**src/rtl/parking_fsm.sv**
```systemverilog
// ---------------------------------------------------------------------------
// parking_fsm
//
// Tracks occupancy of a four-slot car park as a registered bitmap. Each
// cycle the optional exit is applied first, then an entering car takes the
// lowest-index free slot that remains. A one-cycle door pulse follows every
// cycle in which an entry or exit was accepted.
//
// Ports:
//   clk            sole clock, all state changes on the rising edge
//   reset          synchronous active-high reset, wins over both sensors
//   entry_sensor   a car requests entry this cycle
//   exit_sensor    a car leaves this cycle
//   exit_location  slot index being vacated (used only with exit_sensor)
//   door_open      registered; high the cycle after an accepted entry/exit
//   full_light     high when all four slots are occupied
//   current_state  registered occupancy bitmap, bit i set = slot i taken
//   capacity       number of occupied slots (0..4)
//   best_slot      lowest-index free slot, 0 when the lot is full
//
// Build option:
//   PARKING_EXIT_CHECK_EN  when defined, an exit addressing a slot that is
//                          already free is ignored (no change, no door pulse)
// ---------------------------------------------------------------------------
module parking_fsm (
  input  logic       clk,
  input  logic       reset,
  input  logic       entry_sensor,
  input  logic       exit_sensor,
  input  logic [1:0] exit_location,
  output logic       door_open,
  output logic       full_light,
  output logic [3:0] current_state,
  output logic [2:0] capacity,
  output logic [1:0] best_slot
);

  logic [3:0] state_q, state_d;
  logic       door_q, door_d;

  logic       exit_accept;
  logic       entry_accept;
  logic [3:0] cleared;
  logic [3:0] entry_onehot;

  // Lowest-index zero bit of a bitmap; returns 0 when there is none.
  function automatic logic [1:0] lowest_free(input logic [3:0] map);
    logic [1:0] idx;
    idx = 2'd0;
    for (int i = 3; i >= 0; i--) begin
      if (!map[i]) idx = 2'(i);
    end
    return idx;
  endfunction

  // Next-state: apply the exit first so a car leaving a full lot frees a
  // slot that a simultaneous entry can then reuse.
  always_comb begin
    state_d      = state_q;
    door_d       = 1'b0;
    cleared      = state_q;
    entry_onehot = 4'b0000;

`ifdef PARKING_EXIT_CHECK_EN
    exit_accept = exit_sensor && state_q[exit_location];
`else
    exit_accept = exit_sensor;
`endif

    if (exit_accept) cleared[exit_location] = 1'b0;

    entry_accept = entry_sensor && (cleared != 4'b1111);
    if (entry_accept) entry_onehot[lowest_free(cleared)] = 1'b1;

    state_d = cleared | entry_onehot;
    door_d  = exit_accept || entry_accept;
  end

  // Reset discards any sensor activity in the same cycle.
  always_ff @(posedge clk) begin
    if (reset) begin
      state_q <= 4'b0000;
      door_q  <= 1'b0;
    end else begin
      state_q <= state_d;
      door_q  <= door_d;
    end
  end

  // Status outputs are decoded straight from the registered bitmap so they
  // line up with current_state in the same cycle.
  always_comb begin
    capacity = 3'(state_q[0]) + 3'(state_q[1]) + 3'(state_q[2]) + 3'(state_q[3]);
  end

  assign current_state = state_q;
  assign door_open     = door_q;
  assign full_light    = &state_q;
  assign best_slot     = lowest_free(state_q);

endmodule

```
**config.mk**
```make
export PLATFORM = sky130hd
export DESIGN_NAME = parking_fsm
export DESIGN_NICKNAME = d
export VERILOG_FILES = /design/src/rtl/parking_fsm.sv
export SDC_FILE = /design/constraint.sdc
export NUM_CORES = 1
export LEC_CHECK = 0
export CORE_AREA = 8 8 45 47
export CTS_BUF_LIST = sky130_fd_sc_hd__clkbuf_16
export CTS_CLUSTER_SIZE = 28
export DETAILED_ROUTE_END_ITERATION = 8
export DIE_AREA = 0 0 53 55
export PLACE_DENSITY_LB_ADDON = 0.2
export SYNTH_ARGS = -nofsm -noshare
export SYNTH_HDL_FRONTEND = slang
export SYNTH_SLANG_ARGS = --single-unit
export TNS_END_PERCENT = 1
```
**constraint.sdc**
```tcl
create_clock -name clk -period 3.9 [get_ports clk]
set_clock_uncertainty 0.1 [all_clocks]
set_input_delay 0.78 -clock clk [delete_from_list [all_inputs] [get_ports clk]]
set_output_delay 0.78 -clock clk [all_outputs]
set_load 0.01 [all_outputs]
```
# [After elaboration in Yosys (flattened, before gate mapping)]
# Index checks and enable logic that the tools add are counted.
[totals] reg_bits=5 out_inout_bits=11
[op_classes] add_sub_neg=3 order_cmp=4 eq_ne=1 muxes=15 n_bitwise=3 n_reduce_logical=5
[op_table] op="$mux 2" n=9
[op_table] op="$mux 4" n=2
[op_table] op="$lt 2x3->1 const B" n=2
[op_table] op="$and 4x4->4" n=1
[op_table] op="$demux 1 s2" n=2
[op_table] op="$ge 2x1->1 const B" n=2
[op_table] op="$ne 4x4->1 const B" n=1
[op_table] op="$not 4->4" n=1
[op_table] op="$or 4x4->4" n=1
[op_table] op="$reduce_and 4->1" n=1
[op_table] op="$add 2x1->3" n=1
[op_table] op="$add 3x1->3" n=1
[op_table] op="$logic_and 1x1->1" n=3
[op_table] op="$add 1x1->2" n=1
[op_table] op="$mux 1" n=2
[op_table] op="$logic_or 1x1->1" n=1

# [Logic depth before layout (Yosys ltp)]
# Gate-level depths: netlist of run 1.
[logic_depth] depth_word=18 depth_mapped=5

# [Least setup slack after synthesis of run 1]
# Ideal clock, no wire load.
[synth_timing] path_kind="register -> output" start="register state_q[0], in the netlist current_state[0]" end="output capacity[1]" arrival_ns=1.582 t_required_ns=3.020 slack_ns=1.438 path_stages_with_launch=6 path_buffers=0 cell_sequence="dfxtp_1 inv_1 fa_1 inv_1 ha_1 ha_1"
[synth_via] elab_chain_cells=3
[synth_lines] item="start, declared" line_no="38" source="logic [3:0] state_q, state_d;"
[synth_lines] item="start signal, assigned" line_no="85" source="state_q <= state_d;"
[synth_lines] item="$add 1x1->2" line_no="93" source="capacity = 3'(state_q[0]) + 3'(state_q[1]) + 3'(state_q[2]) + 3'(state_q[3]);"
[synth_lines] item="$add 2x1->3" line_no="93"
[synth_lines] item="$add 3x1->3" line_no="93"
[synth_lines] item="end, declared" line_no="34" source="output logic [2:0] capacity,"
# No other way between the ends.

# [Worst setup path in the final report of run 1]
# Same ends and word-level chain as after synthesis.

==> reports/results.ini, run 1 <==
[yosys]
ys_top_cells_by_area=dfxtp_1, ha_1, a21oi_1
yosysSeqAreaShare=0.3150
yosys_warnings=0
syn-cell-area_um2=317.8
async_reset_ff_frac=0
synth_top_cell_by_area=dfxtp_1
synth_cell_type_count=17
syn_inst=39
synthFlopType=dfxtp_1
synth.top_cell.area_share=0.3150
syn_avg_cell_area_um2=8.149
syn_nets=49
synthTopCellsByCount=a21oi_1, dfxtp_1, inv_1
synth_edf_count=0
synth_seq_cells=5
synth.most_common_cell=a21oi_1

[detailed_routing]
num_vias=354
wire_per_inst_um=11.45
drt_iter0_drc=2
wl_um=859
via_per_inst=4.720
ant_nets=0
drtPass1Iterations=2
drc=0

[finish]
antenna_cells=0
nets=70
area_delta_synth_final_pct=81.50
fillers=150
drive_above_1_share=0.06780
final_util=0.4168

[worst_hold_path]
hold_class=flip-flop to flip-flop
hold_path.startpoint=current_state[0]

[global_routing]
grt-ovfl-total=0
antenna_found_initial=0
grt_start_max_net_pins=10
grt_pass1_vias=346
grt_pass1_wl_um=1380
grt_usage=0.06568

[setup_path]
critPathBufInv=3
crit_slowest_cell=fa_1
critical_path.startpoint=current_state[0]
crit_path_start_kind=flip-flop
worstPathCellList=inv_1, fa_1, inv_1, ha_1, ha_1, clkdlybuf4s50_1
cp-end-kind=primary output
crit_family=adder cells
critical_path_class=flip-flop to primary output
r2r_start=current_state[0]
worst_ep_required_time_ps=3020
cpPeakStageDelay_ps=540
worstPathArrival_ps=2310
crit_fanout=7

[die]
dieArea_mm2=0.002915
die_w_um=53
boundaryPins=17
initial_utilization=0.2297
core_area_mm2=0.001384
die_h_um=55
fp-row-count=14

[sta]
rsz0062_at_grt=false
holdWs_ps=479.8
period_needed_ps=3190
worstMarginPinSlew_ps=304.8
drv_slew=0
setup_violations=0
setup_tns_ps=0
fmax_mhz=313.5
hold_viol_final=0
slew-limit-headroom=0.7965
fin_crit_sh=0.8179

[run_status]
status=finished clean

[placed_design]
place.gp.congestion=0.6808
port_buffers=16
dp_hpwl_um=674.8

[cts]
htreeDepth=1
clockBufferDepth=2
cts_root_buf=clkbuf_16
postCtsHoldBufs=0
postCtsSetupBuffers=0
insertion_delay_ps=230
cts_resized=0
cts_tree=built
clkSinkCount=5
cts_buffers=3
clk_pin_slew_ps=30

[pwr]
ir_worst_vdd_uv=372.2
p_per_area_mw_per_mm2=438.2
cellLeakagePower_uw=0.0002513

[run]
cap_violations=0

[worst register-to-register path, stage by stage (launching register included)]
cell and delay (ps):
dfxtp_1 410, and3_1 260, a31oi_1 100, nor3_1 170
[sequential cells by signal (all words and copies together) (netlist names)]
name	flops
current_state	4
door_open	1
[worst paths after layout]
path | slack (ps) | cells after the start | end
worst max-delay path | 710 | 6 | capacity[1]
worst min-delay path | 480 | 2 | current_state[0]
worst max register to register | 2780 | 3 | current_state[3]
worst min register to register | 480 | 2 | current_state[0]
[per-layer routing]
layer	share of wire	up-vias	global-route usage
li1	-	177	-
met1	0.43	159	0.07328
met2	0.41	16	0.08594
met3	0.13	2	0.02674
met4	0.036	0	0.07759
met5	0	-	0
[layout by cell type (no fill, tap or decap)]
cell,n
nor2_1,4
inv_1,6
clkdlybuf4s50_1,16
fa_1,1
or2b_1,1
and3_1,2
ha_1,3
a31oi_1,1
nand3_1,1
nand4_1,1
nand2_1,1
clkbuf_16,3
a211oi_1,2
and2_1,1
or3b_1,1
nor3_1,3
dfxtp_1,5
a21bo_2,1
a21oi_1,6
[final cells by class]
type	instances	area, um2	share of cell area
repair buffers	16	160.2	0.2777
inverters	5	18.77	0.03254
well taps	16	20.02	0.03471
clock inverters	1	3.754	0.006508
multi-input cells	29	198.9	0.3449
flip-flops and latches	5	100.1	0.1735
clock buffers	3	75.07	0.1302
[power by group]
group / total [uW] / switching [uW] / internal [uW] / leakage, uW
combinational: 31.1 / 13.4 / 17.7 / 0.000168
sequential: 56.2 / 2.53 / 53.7 / 0.0000411
clock: 165 / 32.8 / 133 / 0.0000423
total: 253 / 48.7 / 204 / 0.000251
[cell families after synthesis]
logic type	count (synthesis)	synth area share
and+or+nand+nor	15	0.2519
AOI/OAI and AO/OA	10	0.1929
buffers and inverters	5	0.05906
DFF	5	0.3150
adders and majority gates	4	0.1811
[stage by stage]
step / setup WS [ps] / total power, uW / instance area, um2 / cells
after global routing: 603.3 / 266.4 / 576.8 / 75
after floorplan: 1438 / 69.51 / 317.8 / 39
after global placement: 942.1 / 88.38 / 498.0 / 71
after CTS: 678.4 / 257.7 / 576.8 / 75
after detailed placement: 934.5 / 88.33 / 498.0 / 71
final: 710.3 / 252.8 / 576.8 / 75
Power figures use the tool's default switching activity.
==> run 2: changes to the inputs <==
clock period = 2.9 ns   (was 3.9 ns; I/O delays follow)
==> run 2 against run 1 <==
Compared with the run above:
- setup slack lost 500 ps
- die area is the same
- hold slack lost 14 ps
- largest power group unchanged
- clock power grew 33%
- non-clock buffer count grew 2
- core utilization grew 1.4 points
- critical path depth is the same
- sequential cell count is the same
- critical endpoint is now capacity[2]
- critical path type unchanged
- global-route usage grew 0.21 points
- final area grew 3.3%
- wire length shrank 0.47%
- final cell count grew 2.7%
==> reports/results.ini, run 2 (synthesized netlist as in run 1, its figures left out) <==
[run_status]
status=finished clean

[setup_path]
reg2reg_depth=4
worst_ep_required_time_ps=2220
crit_fanout=3
cp-end-kind=primary output
crit_slowest_cell=fa_1
worstPathArrival_ps=2010
worstPathCellList=inv_1, fa_1, inv_1, ha_1, ha_1, clkdlybuf4s50_1
critical_path_class=flip-flop to primary output
crit_path_start_kind=flip-flop
cpPeakStageDelay_ps=530

[finish]
fillers=144
final_util=0.4304
final_cell_mix=clkdlybuf4s50_1, inv_1, a21oi_1, nor2_1, dfxtp_1
nets=72
layout_commonest_cell=clkdlybuf4s50_1
drive_above_1_share=0.1148
antenna_cells=0
area_delta_synth_final_pct=87.40
layoutNonFillerInstCount=77
largest_reg_flops=4

[pwr]
switchingPower_uw=63.55
seqPwrFrac=0.216
p_per_area_mw_per_mm2=570.5
swShare=0.1870
power.share.clock=0.648
ir_worst_vdd_uv=236.3
p_comb_frac=0.136
cellLeakagePower_uw=0.0002803
internal_power_uw=276.3

[cts]
postCtsSetupBuffers=0
cts_tree=built
insertion_delay_ps=220
clockBufferDepth=2
clkSinkCount=5
cts_buffers=3
htreeDepth=1
clk_pin_slew_ps=30
cts_root_buf=clkbuf_16

[sta]
rsz0062_at_grt=false
period_needed_ps=2694
hold_viol_final=0
setup_tns_ps=0
fin_crit_sh=0.9288
setup_violations=0
drv_slew=0
worstMarginPinSlew_ps=295.5
fmax_mhz=371.2
slew-limit-headroom=0.8027
setup_ws_ps=206.4

[global_routing]
grt_usage=0.06776
antenna_found_initial=0
grt_start_max_net_pins=10
grt-ovfl-total=0
grt_pass1_vias=366
grt_pass1_wl_um=1476

[worst_hold_path]
hold_depth=2
hold_class=flip-flop to flip-flop

[die]
die_h_um=55
dieArea_mm2=0.002915
boundaryPins=17
die_w_um=53
fp-row-count=14
core_area_mm2=0.001384
initial_utilization=0.2297

[placed_design]
place.gp.congestion=0.6926
port_buffers=16
pre_cts_slack_ps=240.3
dp_cells=73
dp_hpwl_um=686.6

[detailed_routing]
via_per_inst=4.481
drc=0
drtPass1Iterations=3
ant_nets=0
num_vias=345
wl_um=855
wire_per_inst_um=11.10
drt_iter0_drc=3

[run]
cap_violations=0

[run 2: cell types whose count changed in the layout (fill, tap and decap cells not counted), sizes merged]
cell	before	now
buf	0	2
clkdlybuf4s50	16	15
dlymetal6s2s	0	1
[run 2: timing repair]
action                                  in CTS  in global routing
hold endpoints to repair                     0                  0
hold buffers                                 0                  0
endpoints found under the setup margin       0                  1
gates resized for setup                      0                  2
[run 2: layout make-up]
type / instances / area, um2 / share of cell area
Clock inverter: 1 / 3.754 / 0.006303
Sequential cell: 5 / 101.3 / 0.1702
Timing Repair Buffer: 18 / 177.7 / 0.2983
Inverter: 5 / 18.77 / 0.03151
Clock buffer: 3 / 75.07 / 0.1261
Tap cell: 16 / 20.02 / 0.03361
Multi-Input combinational cell: 29 / 198.9 / 0.3340
[run 2: critical path: cells and delay by family (launching register included)]
kind	cells	cell delay [ps]
DFF	1	310
buffers and inverters	3	600
adders and majority gates	3	880
[run 2: power by group through the flow]
stage / clock network (uW) / registers [uW] / logic, uW
3_3_place_gp: 0 / 74.5 / 47.0
6_report: 220 / 73.5 / 46.2
4_1_cts: 222 / 73.6 / 47.2
2_1_floorplan: 0 / 77.4 / 16.1
5_1_grt: 229 / 73.8 / 51.6
3_5_place_dp: 0 / 74.6 / 47.2
[run 2: metrics by stage]
stage / instance area (um2) / hold slack (ps) / total power [uW]
floorplan: 317.8 / 474.6 / 93.48
global placement: 513.0 / 489.9 / 121.5
detailed placement: 513.0 / 496.5 / 121.7
CTS: 591.8 / 500.1 / 343.0
global route: 595.6 / 524.7 / 354.0
finish: 595.6 / 465.8 / 339.8
[run 2: metal layers]
layer  global-route usage  wire, um  up-vias
met2              0.09961       369       14
met4              0.03879         0        0
li1                     -         -      182
met1              0.07295       370      149
met3              0.04278       116        0
met5                    0         0        -
[run 2: final timing paths]
kind	to	slack [ps]	from
max	capacity[2]	210	current_state[0]
min	current_state[3]	470	current_state[3]
max reg2reg	current_state[3]	1780	current_state[1]
min reg2reg	current_state[3]	470	current_state[3]
==> run 3: changes to the inputs <==
CTS_CLUSTER_SIZE = 14   (was 28)
==> results of run 3 <==
No change in the layout: final DEF, timing and power equal those of run 2.
